==> config.mk <==
export PLATFORM = sky130hd
export DESIGN_NAME = muldiv_sequencer_flat
export DESIGN_NICKNAME = d
export VERILOG_FILES = /design/src/rtl/muldiv_if.sv /design/src/rtl/muldiv_sequencer.sv /design/src/flat_wrapper.sv
export SDC_FILE = /design/constraint.sdc
export NUM_CORES = 1
export LEC_CHECK = 0
export BUFFER_PORTS_ARGS = -buffer_cell sky130_fd_sc_hd__clkbuf_2
export CAP_MARGIN = 30
export CORE_MARGIN = 8
export CORE_UTILIZATION = 57
export DETAILED_ROUTE_END_ITERATION = 10
export HOLD_SLACK_MARGIN = 0.03
export PLACE_DENSITY = 0.95
export SLEW_MARGIN = 20
export SYNTH_ARGS = -nofsm -noshare
export SYNTH_HDL_FRONTEND = slang
export SYNTH_SLANG_ARGS = --single-unit
==> constraint.sdc <==
create_clock -name clk -period 5.65 [get_ports clk]
set_input_delay 0.8475 -clock clk [delete_from_list [all_inputs] [get_ports clk]]
set_output_delay 0.8475 -clock clk [all_outputs]
set_load 0.05 [all_outputs]
==> src/rtl/muldiv_if.sv <==
// muldiv_if: request/result bundle between the core and the MULTU/DIVU sequencer.
//   start, op, src_a, src_b : request (core -> unit)
//   busy, done, div_by_zero : status (unit -> core)
//   hi, lo                  : MIPS HI/LO results (unit -> core)
interface muldiv_if #(parameter int WIDTH = 32);
    logic             start;
    logic             op;
    logic [WIDTH-1:0] src_a;
    logic [WIDTH-1:0] src_b;
    logic             busy;
    logic             done;
    logic             div_by_zero;
    logic [WIDTH-1:0] hi;
    logic [WIDTH-1:0] lo;
    modport master (output start, op, src_a, src_b, input busy, done, div_by_zero, hi, lo);
    modport slave (input start, op, src_a, src_b, output busy, done, div_by_zero, hi, lo);
endinterface

==> src/rtl/muldiv_sequencer.sv <==
// muldiv_sequencer: multi-cycle unsigned MULTU/DIVU using one external ALU pass per iteration.
//   clk, reset_n       : rising-edge clock, asynchronous active-low reset
//   bus (slave)        : start/op/src_a/src_b request, busy/done/div_by_zero/hi/lo result
//   alu_operandA/B     : operands driven to the external ALU
//   alu_command        : ALU command (CMD_ADD / CMD_SUB)
//   alu_result         : combinational ALU result for this cycle
//   alu_carryout       : ALU carry; for SUB, 1 means no borrow
module muldiv_sequencer #(
    parameter int         WIDTH   = 32,
    parameter logic [2:0] CMD_ADD = 3'd0,
    parameter logic [2:0] CMD_SUB = 3'd1
) (
    input  logic             clk,
    input  logic             reset_n,
    muldiv_if.slave          bus,
    output logic [WIDTH-1:0] alu_operandA,
    output logic [WIDTH-1:0] alu_operandB,
    output logic [2:0]       alu_command,
    input  logic [WIDTH-1:0] alu_result,
    input  logic             alu_carryout
);
    localparam int CW = $clog2(WIDTH);

    typedef enum logic [1:0] {IDLE, RUN, DONE} state_t;

    state_t           state, state_n;
    logic [WIDTH-1:0] p, q, m, t, p_n, q_n, hi_r, lo_r;
    logic [CW-1:0]    cnt;
    logic             mode, dz, qbit, accept, zero_div, last;

    assign accept   = bus.start && state != RUN;
    assign zero_div = bus.op && bus.src_b == '0;
    assign last     = cnt == CW'(WIDTH - 1);

    assign bus.busy        = state == RUN;
    assign bus.done        = state == DONE;
    assign bus.div_by_zero = state == DONE && dz;
    assign bus.hi          = hi_r;
    assign bus.lo          = lo_r;

    always_ff @(posedge clk or negedge reset_n)
        if (!reset_n)
            state <= IDLE;
        else
            state <= state_n;

    always_comb begin
        state_n      = state == RUN ? (last ? DONE : RUN) : accept ? (zero_div ? DONE : RUN) : IDLE;
        // Divide trial value: remainder shifted left with the next dividend bit.
        t            = {p[WIDTH-2:0], q[WIDTH-1]};
        // P's MSB stands in for bit WIDTH of the trial value, which always fits the divisor.
        qbit         = p[WIDTH-1] | alu_carryout;
        alu_command  = (state == RUN && mode) ? CMD_SUB : CMD_ADD;
        alu_operandA = state != RUN ? '0 : mode ? t : p;
        alu_operandB = state != RUN ? '0 : (mode || q[0]) ? m : '0;
        p_n          = mode ? (qbit ? alu_result : t) : {alu_carryout, alu_result[WIDTH-1:1]};
        q_n          = mode ? {q[WIDTH-2:0], qbit} : {alu_result[0], q[WIDTH-1:1]};
    end

    always_ff @(posedge clk or negedge reset_n)
        if (!reset_n) begin
            p    <= '0;
            q    <= '0;
            m    <= '0;
            cnt  <= '0;
            mode <= 1'b0;
            dz   <= 1'b0;
            hi_r <= '0;
            lo_r <= '0;
        end else if (accept && zero_div) begin
            hi_r <= bus.src_a;
            lo_r <= '1;
            dz   <= 1'b1;
        end else if (accept) begin
            p    <= '0;
            q    <= bus.op ? bus.src_a : bus.src_b;
            m    <= bus.op ? bus.src_b : bus.src_a;
            mode <= bus.op;
            cnt  <= '0;
            dz   <= 1'b0;
        end else if (state == RUN) begin
            p   <= p_n;
            q   <= q_n;
            cnt <= last ? '0 : cnt + 1'b1;
            if (last) begin
                hi_r <= p_n;
                lo_r <= q_n;
            end
        end
endmodule

==> src/flat_wrapper.sv <==
// flat-port wrapper written by rule: the top's interface ports become plain ports
module muldiv_sequencer_flat 
#(
    parameter int         WIDTH   = 32,
    parameter logic [2:0] CMD_ADD = 3'd0,
    parameter logic [2:0] CMD_SUB = 3'd1
)
  (clk, reset_n, alu_operandA, alu_operandB, alu_command, alu_result, alu_carryout, bus_start, bus_op, bus_src_a, bus_src_b, bus_busy, bus_done, bus_div_by_zero, bus_hi, bus_lo);
  muldiv_if #(.WIDTH(WIDTH)) bus_i ();
  input  logic clk;
  input  logic reset_n;
  output logic [WIDTH-1:0] alu_operandA;
  output logic [WIDTH-1:0] alu_operandB;
  output logic [2:0] alu_command;
  input  logic [WIDTH-1:0] alu_result;
  input  logic alu_carryout;
  input wire logic [$bits(bus_i.start)-1:0] bus_start;
  input wire logic [$bits(bus_i.op)-1:0] bus_op;
  input wire logic [$bits(bus_i.src_a)-1:0] bus_src_a;
  input wire logic [$bits(bus_i.src_b)-1:0] bus_src_b;
  output wire logic [$bits(bus_i.busy)-1:0] bus_busy;
  output wire logic [$bits(bus_i.done)-1:0] bus_done;
  output wire logic [$bits(bus_i.div_by_zero)-1:0] bus_div_by_zero;
  output wire logic [$bits(bus_i.hi)-1:0] bus_hi;
  output wire logic [$bits(bus_i.lo)-1:0] bus_lo;
  assign bus_i.start = bus_start;
  assign bus_i.op = bus_op;
  assign bus_i.src_a = bus_src_a;
  assign bus_i.src_b = bus_src_b;
  assign bus_busy = bus_i.busy;
  assign bus_done = bus_i.done;
  assign bus_div_by_zero = bus_i.div_by_zero;
  assign bus_hi = bus_i.hi;
  assign bus_lo = bus_i.lo;
  muldiv_sequencer #(.WIDTH(WIDTH), .CMD_ADD(CMD_ADD), .CMD_SUB(CMD_SUB)) u_core (.clk(clk), .reset_n(reset_n), .bus(bus_i), .alu_operandA(alu_operandA), .alu_operandB(alu_operandB), .alu_command(alu_command), .alu_result(alu_result), .alu_carryout(alu_carryout));
endmodule
Word level (Yosys, flattened, before mapping)
Index checks and enable logic that the tools add are counted.
{ "totals": {"word_cells": 62, "ff_bits": 169} }
{ "op_classes": {"n_eq_ne": 5, "n_addsub": 1, "n_mux": 31, "n_reduce_logical": 14, "n_bitwise": 2} }
{ "ops": {"columns": ["operator", "n"], "rows": [
  ["$mux 32", 21],
  ["$logic_not 32->1", 1],
  ["$mux 5", 3],
  ["$mux 2", 4],
  ["$reduce_bool 2->1", 4],
  ["$add 5x1->5 const B", 1],
  ["$eq 5x5->1 const B", 1],
  ["$logic_and 1x1->1", 5],
  ["$reduce_and 2->1", 2],
  ["$mux 1", 3],
  ["$reduce_and 3->1", 1],
  ["$eq 2x1->1 const B", 1],
  ["$eq 2x2->1 const B", 1],
  ["$ne 2x1->1 const B", 1],
  ["$ne 2x2->1 const B", 1],
  ["$logic_or 1x1->1", 1],
  ["$not 1->1", 1],
  ["$or 1x1->1", 1]
]} }

Depth between registers and ports, before layout
Gate-level depths: netlist of run 1.
{ "depth": {"word_depth": 7, "mapped_depth": 9, "mapped_depth_nobuf": 7} }

Least setup slack after synthesis of run 1
No wires, ideal clock.
{ "synth_path": {"kind": "register to output", "start": "register u_core.mode", "end": "output alu_operandA[10]", "path_slack_ns": 2.928, "path_buffers": 3, "arrival_time_ns": 1.874, "path_stages_with_launch": 6, "cell_sequence": "dfrtp_1 -> clkbuf_1 -> buf_2 -> buf_2 -> mux2i_1 -> nor2_1"} }
{ "synth_between": {"elab_chain_cells": 2} }
{ "synth_lines": {"columns": ["element", "line_no", "rtl"], "rows": [
  ["start, declared", "muldiv_sequencer.sv:29", "logic mode, dz, qbit, accept, zero_div, last;"],
  ["start signal, assigned", "muldiv_sequencer.sv:78", "mode <= bus.op;"],
  ["$mux 32 (2 in a row)", "muldiv_sequencer.sv:54", "alu_operandA = state != RUN ? '0 : mode ? t : p;"],
  ["end, declared", "flat_wrapper.sv:12", "output logic [WIDTH-1:0] alu_operandA;"]
]} }
No other way between the ends.

Worst setup path after layout of run 1
{ "layout_path": {"start": "register u_core.state[1]", "end": "output alu_operandB[25]"} }
{ "layout_between": {"elab_chain_cells": 2} }
{ "layout_lines": {"columns": ["element", "line_no", "rtl"], "rows": [
  ["start, declared", "muldiv_sequencer.sv:26", "state_t state, state_n;"],
  ["start signal, assigned", "muldiv_sequencer.sv:45", "state <= state_n;"],
  ["$ne 2x1->1", "muldiv_sequencer.sv:55", "alu_operandB = state != RUN ? '0 : (mode || q[0]) ? m : '0;"],
  ["$mux 32", "muldiv_sequencer.sv:55", null],
  ["end, declared", "flat_wrapper.sv:13", "output logic [WIDTH-1:0] alu_operandB;"]
]} }
No other way between the ends.

==> results.sh, run 1 <==
export IMPL_drc_errors=0
export IMPL_hp_class="input port to asynchronous set/reset pin"
export IMPL_num_rows=48
export IMPL_grt_use_total_pct=28.79
export IMPL_synthTopCellsByCount="dfrtp_1, nor2_1, mux2_2"
export IMPL_ys_seq_area_share_pct=41.85
export IMPL_htree_num_levels=4
export IMPL_synth_flop_cell="dfrtp_1"
export IMPL_die_w_um=149.2
export IMPL_max_freq_mhz=251.4
export IMPL_status="complete, no violations"
export IMPL_async_flop_share_pct=100.0
export IMPL_clkTransAtPathRegs_ns=0.07
export IMPL_synth_area_top_cells="dfrtp_1, mux2_2, nor2_1"
export IMPL_antenna_found_initial=0
export IMPL_synth_cell_area_um2=10110
export IMPL_core_area_um2=17300
export IMPL_ir_drop_uv=648.6
export IMPL_avgSynthCellArea_um2=9.507
export IMPL_post_place_cells=1441
export IMPL_final_layout_size_suffix_gt1_share_pct=36.19
export IMPL_clock_latency_ns=0.43
export IMPL_nets=1339
export IMPL_p_clk_share_pct=13.0
export IMPL_clock_skew_ns=0.009846
export IMPL_synth_edf_count=0
export IMPL_r2r_worst_path_cells=6
export IMPL_cts_tree="built"
export IMPL_diodes=0
export IMPL_grt_pass1_vias=9487
export IMPL_fin_crit_ns=3.978
export IMPL_cts_resized=0
export IMPL_dp_slack_ns=2.175
export IMPL_first_iter_violations=1142
export IMPL_grt_overflow_total=0
export IMPL_ff_latch_area_um2=4233
export IMPL_critPathArrivalTime_ns=3.13
export IMPL_yosysMostFrequentCell="dfrtp_1"
export IMPL_finalPower_w=0.008510
export IMPL_seqPwrFrac_pct=27.1
export IMPL_p_leak_nw=5.691
export IMPL_slew_viol_final=0
export IMPL_tightest_slew_ns=0.9629
export IMPL_design_area_um2=11920
export IMPL_tns_ns=0
export IMPL_internal_power_w=0.003944
export IMPL_synth_seq_cells=169
export IMPL_synth_compound_area_share_pct=13.82
export IMPL_power_density_nw_per_um2=713.7
export IMPL_numCtsBuffers=17
export IMPL_portBuffers=232
export IMPL_clock_sinks=169
export IMPL_antenna_left=0
export IMPL_rsz0062_at_grt="false"
export IMPL_slew_headroom_pct=35.57
export IMPL_nFillCells=1323
export IMPL_cp_start_kind="register"
export IMPL_initial_core_util_pct=58.43
export IMPL_routed_via_count=9392
export IMPL_cts_hold_buf=0
export IMPL_swShare_pct=53.65
export IMPL_wl_met3_mm=3.183
export IMPL_cts_root_buf="clkbuf_16"
export IMPL_fin_crit_sh_pct=70.42
export IMPL_finalSetupViolCount=0
export IMPL_synthAdderAreaFrac_pct=0.2476
export IMPL_io_pins=235
export IMPL_clockBufferDepth=2
export IMPL_synth_top_area_cell="dfrtp_1"
export IMPL_ys_types=43
export IMPL_pwr_share_comb_pct=59.9
export IMPL_synth_top_family_by_area="multiplexers"
export IMPL_synth_top_area_share_pct=41.85
export IMPL_final_cells=1474
export IMPL_synth_xor_area_share_pct=0.08667
export IMPL_synth_cells=1063
export IMPL_worstPathRequired_ns=4.80
export IMPL_grt_pass1_wl_mm=51.05
export IMPL_route_met2_wl_mm=15.22
export IMPL_dp_hpwl_mm=22.37
export IMPL_routabilityCongestion=0.9174
export IMPL_dr_pass1_iters=8
export IMPL_cts_setup_buffers=0
export IMPL_muxShareOfSynthArea_pct=21.25
export IMPL_die_area_um2=22250
export IMPL_wl_mm=32.17
export IMPL_setup_slack_ns=1.672
export IMPL_met1_length_mm=12.46
export IMPL_multiInputGateArea_um2=5449
export IMPL_cp_max_fo=74
export IMPL_areaGrowthSynthToFinish_pct=17.99
export IMPL_cap_violations=0
export IMPL_grt_max_degree=75
export IMPL_power_switching_w=0.004565
export IMPL_synth_simple_area_share_pct=18.14
export IMPL_die_h_um=149.2
export IMPL_crit_type="register to output port"
export IMPL_ys_warn_count=0
export IMPL_hold_violations=0
export IMPL_cp_end_kind="output port"
export IMPL_routedWlPerCell_um=21.82
export IMPL_top_layer_used="met4"
export IMPL_via_per_inst=6.372
export IMPL_placedInstanceArea_um2=11350
## cells in the final DEF, fill, tap and decap left out, drive strengths merged, types with 8 or more instances in the layout
| cell | count |
|---|---|
| clkbuf | 251 |
| dfrtp | 169 |
| nor2 | 166 |
| mux2 | 159 |
| nand2 | 139 |
| nand3 | 63 |
| and2 | 34 |
| mux2i | 33 |
| o221ai | 32 |
| o21a | 31 |
| a22o | 31 |
| a22oi | 31 |
| a211o | 30 |
| buf | 20 |
| inv | 8 |
## worst max-delay path, stage by stage (launching register included)
cell	delay [ns]
dfrtp_1	0.41
nand2b_4	0.54
nor2_1	0.93
buf_4	0.35
and2_1	0.16
clkbuf_2	0.28
## registers in the layout, summed over array words and instances (netlist names)
signal and flops:
u_core.cnt 5, u_core.bus.hi 32, u_core.state 2, u_core.p 32, u_core.dz 1, u_core.m 32
u_core.q 32, u_core.mode 1, u_core.bus.lo 32
## metrics by stage
| step | hold slack (ns) | utilization [%] |
|---|---|---|
| floorplan | 0.4383 | - |
| global placement | 0.4806 | 65.05 |
| detailed placement | 0.4811 | 65.61 |
| CTS | 0.4101 | 68.78 |
| global route | 0.4232 | 68.94 |
| finish | 0.3923 | 68.94 |
## kinds of logic after synthesis
| group | after synthesis |
|---|---|
| flip-flops | 169 |
| multiplexers | 192 |
| AND/OR/NAND/NOR | 422 |
| other | 1 |
| XOR/XNOR | 1 |
| buffers and inverters | 102 |
| AO/OA/AOI/OAI | 174 |
| adder cells (fa/ha/maj) | 2 |
## per-layer routing
metal / global-route usage [%] / vias up
met1: 36.25 / 4584
li1: - / 4106
met5: 0 / -
met3: 6.887 / 86
met4: 13.12 / 0
met2: 46.18 / 616
## power by group through the flow
stage	combinational, W	clock (W)	sequential, W
floorplan	0.00332	0	0.00281
global placement	0.00493	0	0.00226
detailed placement	0.00507	0	0.00230
CTS	0.00510	0.00111	0.00228
global route	0.00541	0.00117	0.00236
finish	0.00510	0.00111	0.00231
## worst paths after layout
kind,start,end,slack [ns]
max in group asynchronous,reset_n,u_core.mode$_DFFE_PN0P_,4.01
min in group clk,u_core.bus.lo[30]$_DFFE_PN0P_,u_core.bus.lo[30]$_DFFE_PN0P_,0.50
worst max-delay path,u_core.state[1]$_DFF_PN0_,alu_operandB[25],1.67
worst min register to register,u_core.bus.lo[30]$_DFFE_PN0P_,u_core.bus.lo[30]$_DFFE_PN0P_,0.50
worst min-delay path,reset_n,u_core.m[26]$_DFFE_PN0P_,0.39
worst max register to register,u_core.state[1]$_DFF_PN0_,u_core.bus.hi[10]$_DFFE_PN0P_,2.49
## area by class of cell
type                            count  share of cell area (%)
Timing Repair Buffer              251                   11.72
Clock buffer                       20                   3.830
Inverter                            4                  0.1259
Clock inverter                     12                  0.7660
Sequential cell                   169                   35.50
Multi-Input combinational cell    793                   45.70
Tap cell                          225                   2.361
No activity file was read; power rests on OpenSTA's default activity.
==> run 2: changes to the inputs <==
CORE_UTILIZATION = 55   (was 57)
PLACE_DENSITY = 0.93   (was 0.95)
clock period = 3.8 ns   (was 5.65 ns; I/O delays follow)
==> run 2 against run 1 <==
  * Core utilization fell by 2.7 points
  * Via count down 1.5%
  * Wire length down 0.85%
  * Register-to-register slack got worse by 1.6 ns
  * Critical path type unchanged
  * Largest power group unchanged
==> results.sh, run 2 (synthesis gave the netlist of run 1 again) <==
export IMPL_grt_pass1_vias=9253
export IMPL_cp_slowest_cell="buf_4"
export IMPL_wl_mm=31.89
export IMPL_via_per_inst=6.237
export IMPL_fin_crit_ns=3.307
export IMPL_rsz0062_at_grt="false"
export IMPL_final_cell_mix="clkbuf_2, dfrtp_1, nor2_1, mux2_2, nand2_1"
export IMPL_clkTransAtPathRegs_ns=0.07
export IMPL_worstPathRequired_ns=3.23
export IMPL_reg2reg_to="u_core.bus.hi[12]$_DFFE_PN0P_"
export IMPL_critPathMaxStageDelay_ns=0.57
export IMPL_p_leak_nw=5.716
export IMPL_final_util_pct=66.22
export IMPL_routed_via_count=9255
export IMPL_cts_resized=0
export IMPL_areaGrowthSynthToFinish_pct=18.11
export IMPL_routedWlPerCell_um=21.49
export IMPL_path_cells="nand2b_4, buf_4, buf_4, nor2_1, clkbuf_2"
export IMPL_power_density_nw_per_um2=1070
export IMPL_htree_num_levels=4
export IMPL_reg2reg_slack_ns=0.89
export IMPL_initial_core_util_pct=56.07
export IMPL_tightest_slew_ns=0.8329
export IMPL_cts_setup_buffers=0
export IMPL_slew_headroom_pct=44.47
export IMPL_clockBufferDepth=2
export IMPL_dr_pass1_iters=6
export IMPL_slew_viol_final=0
export IMPL_portBuffers=232
export IMPL_final_common_cell="clkbuf_2"
export IMPL_first_iter_violations=821
export IMPL_cp_max_fo=50
export IMPL_cp_start_kind="register"
export IMPL_nFillCells=1438
export IMPL_core_area_um2=18020
export IMPL_dp_slack_ns=0.9308
export IMPL_grt_use_total_pct=27.68
export IMPL_dp_hpwl_mm=22.56
export IMPL_hold_violations=0
export IMPL_crit_type="register to output port"
export IMPL_finalPower_w=0.01278
export IMPL_final_cells=1484
export IMPL_nets=1345
export IMPL_routabilityCongestion=0.9310
export IMPL_max_freq_mhz=302.4
export IMPL_grt_pass1_wl_mm=49.71
export IMPL_finalSetupViolCount=0
export IMPL_drc_errors=0
export IMPL_antenna_found_initial=1
export IMPL_die_h_um=151.6
export IMPL_cts_root_buf="clkbuf_16"
export IMPL_grt_overflow_total=0
export IMPL_r2r_worst_path_cells=9
export IMPL_post_place_cells=1452
export IMPL_cp_end_kind="output port"
export IMPL_die_w_um=151.6
export IMPL_io_pins=235
export IMPL_hp_class="input port to asynchronous set/reset pin"
export IMPL_grt_max_degree=71
export IMPL_cts_hold_buf=0
export IMPL_clock_latency_ns=0.44
export IMPL_fin_crit_sh_pct=87.02
export IMPL_crit_top_cell="buf_4"
export IMPL_num_rows=49
export IMPL_final_layout_size_suffix_gt1_share_pct=36.33
export IMPL_cap_violations=0
export IMPL_setup_slack_ns=0.4932
export IMPL_ir_drop_uv=850.6
export IMPL_clock_sinks=169
export IMPL_status="complete, no violations"
export IMPL_clock_skew_ns=0.01254
export IMPL_die_area_um2=22970
export IMPL_diodes=0
export IMPL_numCtsBuffers=17
export IMPL_tns_ns=0
export IMPL_r2r_start="u_core.cnt[0]$_DFFE_PN0P_"
export IMPL_antenna_left=0
export IMPL_cts_tree="built"
export IMPL_critPathArrivalTime_ns=2.74
[run 2: changes by cell type in the layout (fill, tap and decap cells not counted), sizes merged]
cell / before / now
clkbuf: 251 / 252
buf: 20 / 26
clkinv: 6 / 7
bufinv: 0 / 3
inv: 8 / 4
clkinvlp: 2 / 1
[run 2: cell type report]
type	count	area [um^2]	area share, %
Clock buffer	21	450.4	3.774
Timing Repair Buffer	257	1355	11.35
Clock inverter	11	147.6	1.237
Multi-Input combinational cell	793	5449	45.65
Tap cell	229	286.5	2.400
Inverter	4	15.01	0.1258
Sequential cell	169	4233	35.46
[run 2: critical path, delay by kind of cell, from the launching register on]
kind	cells	cell delay, ns
buffers and inverters	3	1.34
AND/OR/NAND/NOR	2	0.49
flip-flops	1	0.43
[run 2: metrics by stage]
stage	cell area, um^2	hold slack [ns]
after CTS	11940	0.1707
after global routing	11940	0.1923
after detailed placement	11340	0.4790
final	11940	0.1483
after floorplan	10110	0.2744
after global placement	11340	0.4766
[run 2: report_power, final]
part	switching, W	total, W	internal [W]
logic	0.00522	0.00751	0.00229
registers	0.000815	0.00348	0.00266
clock network	0.000738	0.00179	0.00105
[run 2: worst max-delay path by stage]
stage | from | endpoint | slack [ns] | cells after the start
after floorplan | u_core.mode$_DFFE_PN0P_ | alu_operandA[10] | 1.36 | 5
after global placement | u_core.cnt[0]$_DFFE_PN0P_ | u_core.bus.hi[17]$_DFFE_PN0P_ | 0.99 | 9
after detailed placement | u_core.cnt[0]$_DFFE_PN0P_ | u_core.bus.hi[29]$_DFFE_PN0P_ | 0.93 | 9
after CTS | u_core.state[0]$_DFF_PN0_ | alu_operandA[29] | 0.53 | 5
after global routing | u_core.state[0]$_DFF_PN0_ | alu_operandA[29] | 0.35 | 5
final | u_core.state[0]$_DFF_PN0_ | alu_operandA[29] | 0.49 | 5
[run 2: per-layer routing]
metal / share of wire, % / global-route usage [%]
met1: 40 / 35.18
met2: 46 / 43.38
met3: 9.8 / 6.653
met4: 4.4 / 14.11
met5: 0.041 / 0
==> run 3: changes to the inputs <==
CORE_UTILIZATION = 35   (was 55)
PLACE_DENSITY = 0.68   (was 0.93)
TNS_END_PERCENT = 100   (was default)
==> run 3 against run 2 <==
  * Sequential share of layout area down 0.64 points
  * Count of clock-buffer cells in the layout down 1
  * Highest routed layer unchanged
  * Largest power group unchanged
  * Largest cell class unchanged
  * Critical endpoint is now alu_operandA[2]
  * Register-to-register slack improved by 0.27 ns
  * Critical path depth down 1
  * Critical path type unchanged
  * Global-route usage down 7.9 points
  * Die area is 51% higher
  * Clock skew down 0.00061 ns
==> results.sh, run 3 (synthesis gave the netlist of run 1 again) <==
export IMPL_worstPathRequired_ns=3.23
export IMPL_tns_ns=0
export IMPL_cp_slowest_cell="buf_4"
export IMPL_power_switching_w=0.006797
export IMPL_crit_type="register to output port"
export IMPL_die_w_um=185.9
export IMPL_cp_end_kind="output port"
export IMPL_cts_root_buf="clkbuf_16"
export IMPL_areaGrowthSynthToFinish_pct=20.28
export IMPL_core_area_um2=28550
export IMPL_slew_headroom_pct=44.80
export IMPL_path_cells="nand2b_4, buf_4, nor2_1, clkbuf_2"
export IMPL_clock_sinks=169
export IMPL_clock_skew_ns=0.01193
export IMPL_seqPwrFrac_pct=26.7
export IMPL_final_layout_size_suffix_gt1_share_pct=36.49
export IMPL_tightest_slew_ns=0.8280
export IMPL_p_leak_nw=5.721
export IMPL_hp_class="input port to asynchronous set/reset pin"
export IMPL_placedInstanceArea_um2=11560
export IMPL_grt_overflow_total=0
export IMPL_initial_core_util_pct=35.40
export IMPL_grt_pass1_vias=8980
export IMPL_cts_hold_buf=0
export IMPL_cts_setup_buffers=0
export IMPL_max_freq_mhz=339.5
export IMPL_die_area_um2=34570
export IMPL_clkTransAtPathRegs_ns=0.07
export IMPL_cp_start_kind="register"
export IMPL_cts_tree="built"
export IMPL_grt_use_total_pct=19.78
export IMPL_diodes=0
export IMPL_cap_violations=0
export IMPL_routabilityCongestion=0.8676
export IMPL_critPathMaxStageDelay_ns=0.68
export IMPL_reg2reg_slack_ns=1.16
export IMPL_portBuffers=232
export IMPL_cp_max_fo=74
export IMPL_ff_latch_area_um2=4233
export IMPL_final_cell_mix="clkbuf_2, dfrtp_1, nor2_1, mux2_2, nand2_1"
export IMPL_grt_max_degree=98
export IMPL_p_clk_share_pct=13.8
export IMPL_fin_crit_ns=2.946
export IMPL_hold_violations=0
export IMPL_status="complete, no violations"
export IMPL_r2r_worst_path_cells=7
export IMPL_cp_startpoint="u_core.state[0]$_DFF_PN0_"
export IMPL_routed_via_count=8945
export IMPL_r2r_start="u_core.cnt[0]$_DFFE_PN0P_"
export IMPL_clock_latency_ns=0.43
export IMPL_rsz0062_at_grt="false"
export IMPL_nFillCells=2818
export IMPL_cts_resized=0
export IMPL_swShare_pct=53.23
export IMPL_dp_hpwl_mm=24.71
export IMPL_io_pins=235
export IMPL_ir_drop_uv=614.3
export IMPL_numCtsBuffers=17
export IMPL_design_area_um2=12160
export IMPL_routedWlPerCell_um=20.84
export IMPL_final_common_cell="clkbuf_2"
export IMPL_antenna_left=0
export IMPL_num_rows=62
export IMPL_critPathArrivalTime_ns=2.38
export IMPL_nets=1346
export IMPL_pwr_share_comb_pct=59.5
export IMPL_drc_errors=0
export IMPL_via_per_inst=5.458
export IMPL_power_density_nw_per_um2=1051
export IMPL_dr_pass1_iters=5
export IMPL_antenna_found_initial=1
export IMPL_internal_power_w=0.005973
export IMPL_fin_crit_sh_pct=77.52
export IMPL_multiInputGateArea_um2=5451
export IMPL_wl_mm=34.16
export IMPL_grt_pass1_wl_mm=52.86
export IMPL_die_h_um=185.9
export IMPL_htree_num_levels=4
export IMPL_finalSetupViolCount=0
export IMPL_clockBufferDepth=2
export IMPL_slew_viol_final=0
export IMPL_first_iter_violations=661
-- run 3: metal layers --
metal / track usage [%] / wire (um) / vias to the layer above
met4: 4.668 / 546 / 2
met2: 32.24 / 16070 / 352
met5: 0 / 13 / -
li1: - / - / 4115
met1: 25.98 / 14900 / 4442
met3: 5.017 / 2630 / 34
-- run 3: worst max-delay path: cells and delay by family (launching register included) --
| kind | cells | cell delay (ns) |
|---|---|---|
| buffers and inverters | 2 | 0.96 |
| flip-flops | 1 | 0.43 |
| AND/OR/NAND/NOR | 2 | 0.50 |
-- run 3: area by class of cell --
type / count / share of cell area (%)
inverter: 4 / 0.1235
sequential: 169 / 34.82
multi-input combinational: 793 / 44.85
tap: 384 / 3.953
timing repair buffer: 258 / 11.58
clock buffer: 20 / 3.675
clock inverter: 11 / 0.9985
-- run 3: final timing paths --
kind | endpoint
setup / recovery | alu_operandA[2]
hold / removal | u_core.bus.hi[23]$_DFFE_PN0P_
setup reg to reg | u_core.bus.hi[31]$_DFFE_PN0P_
hold reg to reg | u_core.bus.lo[16]$_DFFE_PN0P_
max in group asynchronous | u_core.q[18]$_DFFE_PN0P_
min in group clk | u_core.bus.hi[26]$_DFFE_PN0P_
-- run 3: stage by stage --
step	hold slack (ns)	worst slack [ns]	cells	total power [W]	utilization, %
global placement	0.4812	0.8959	1607	0.01095	40.48
global route	0.2008	0.7248	1639	0.01351	42.58
finish	0.1388	0.8544	1639	0.01277	42.58
CTS	0.1901	0.8511	1638	0.01285	42.47
detailed placement	0.4813	0.9018	1607	0.01106	40.48
floorplan	0.2744	1.356	1064	0.009112	-
-- run 3: power by group through the flow --
stage	Sequential [W]	Combinational (W)	Clock (W)
after global routing	0.00353	0.00811	0.00187
after global placement	0.00339	0.00756	0
after floorplan	0.00418	0.00493	0
after CTS	0.00340	0.00765	0.00180
after detailed placement	0.00343	0.00763	0
final	0.00341	0.00760	0.00176
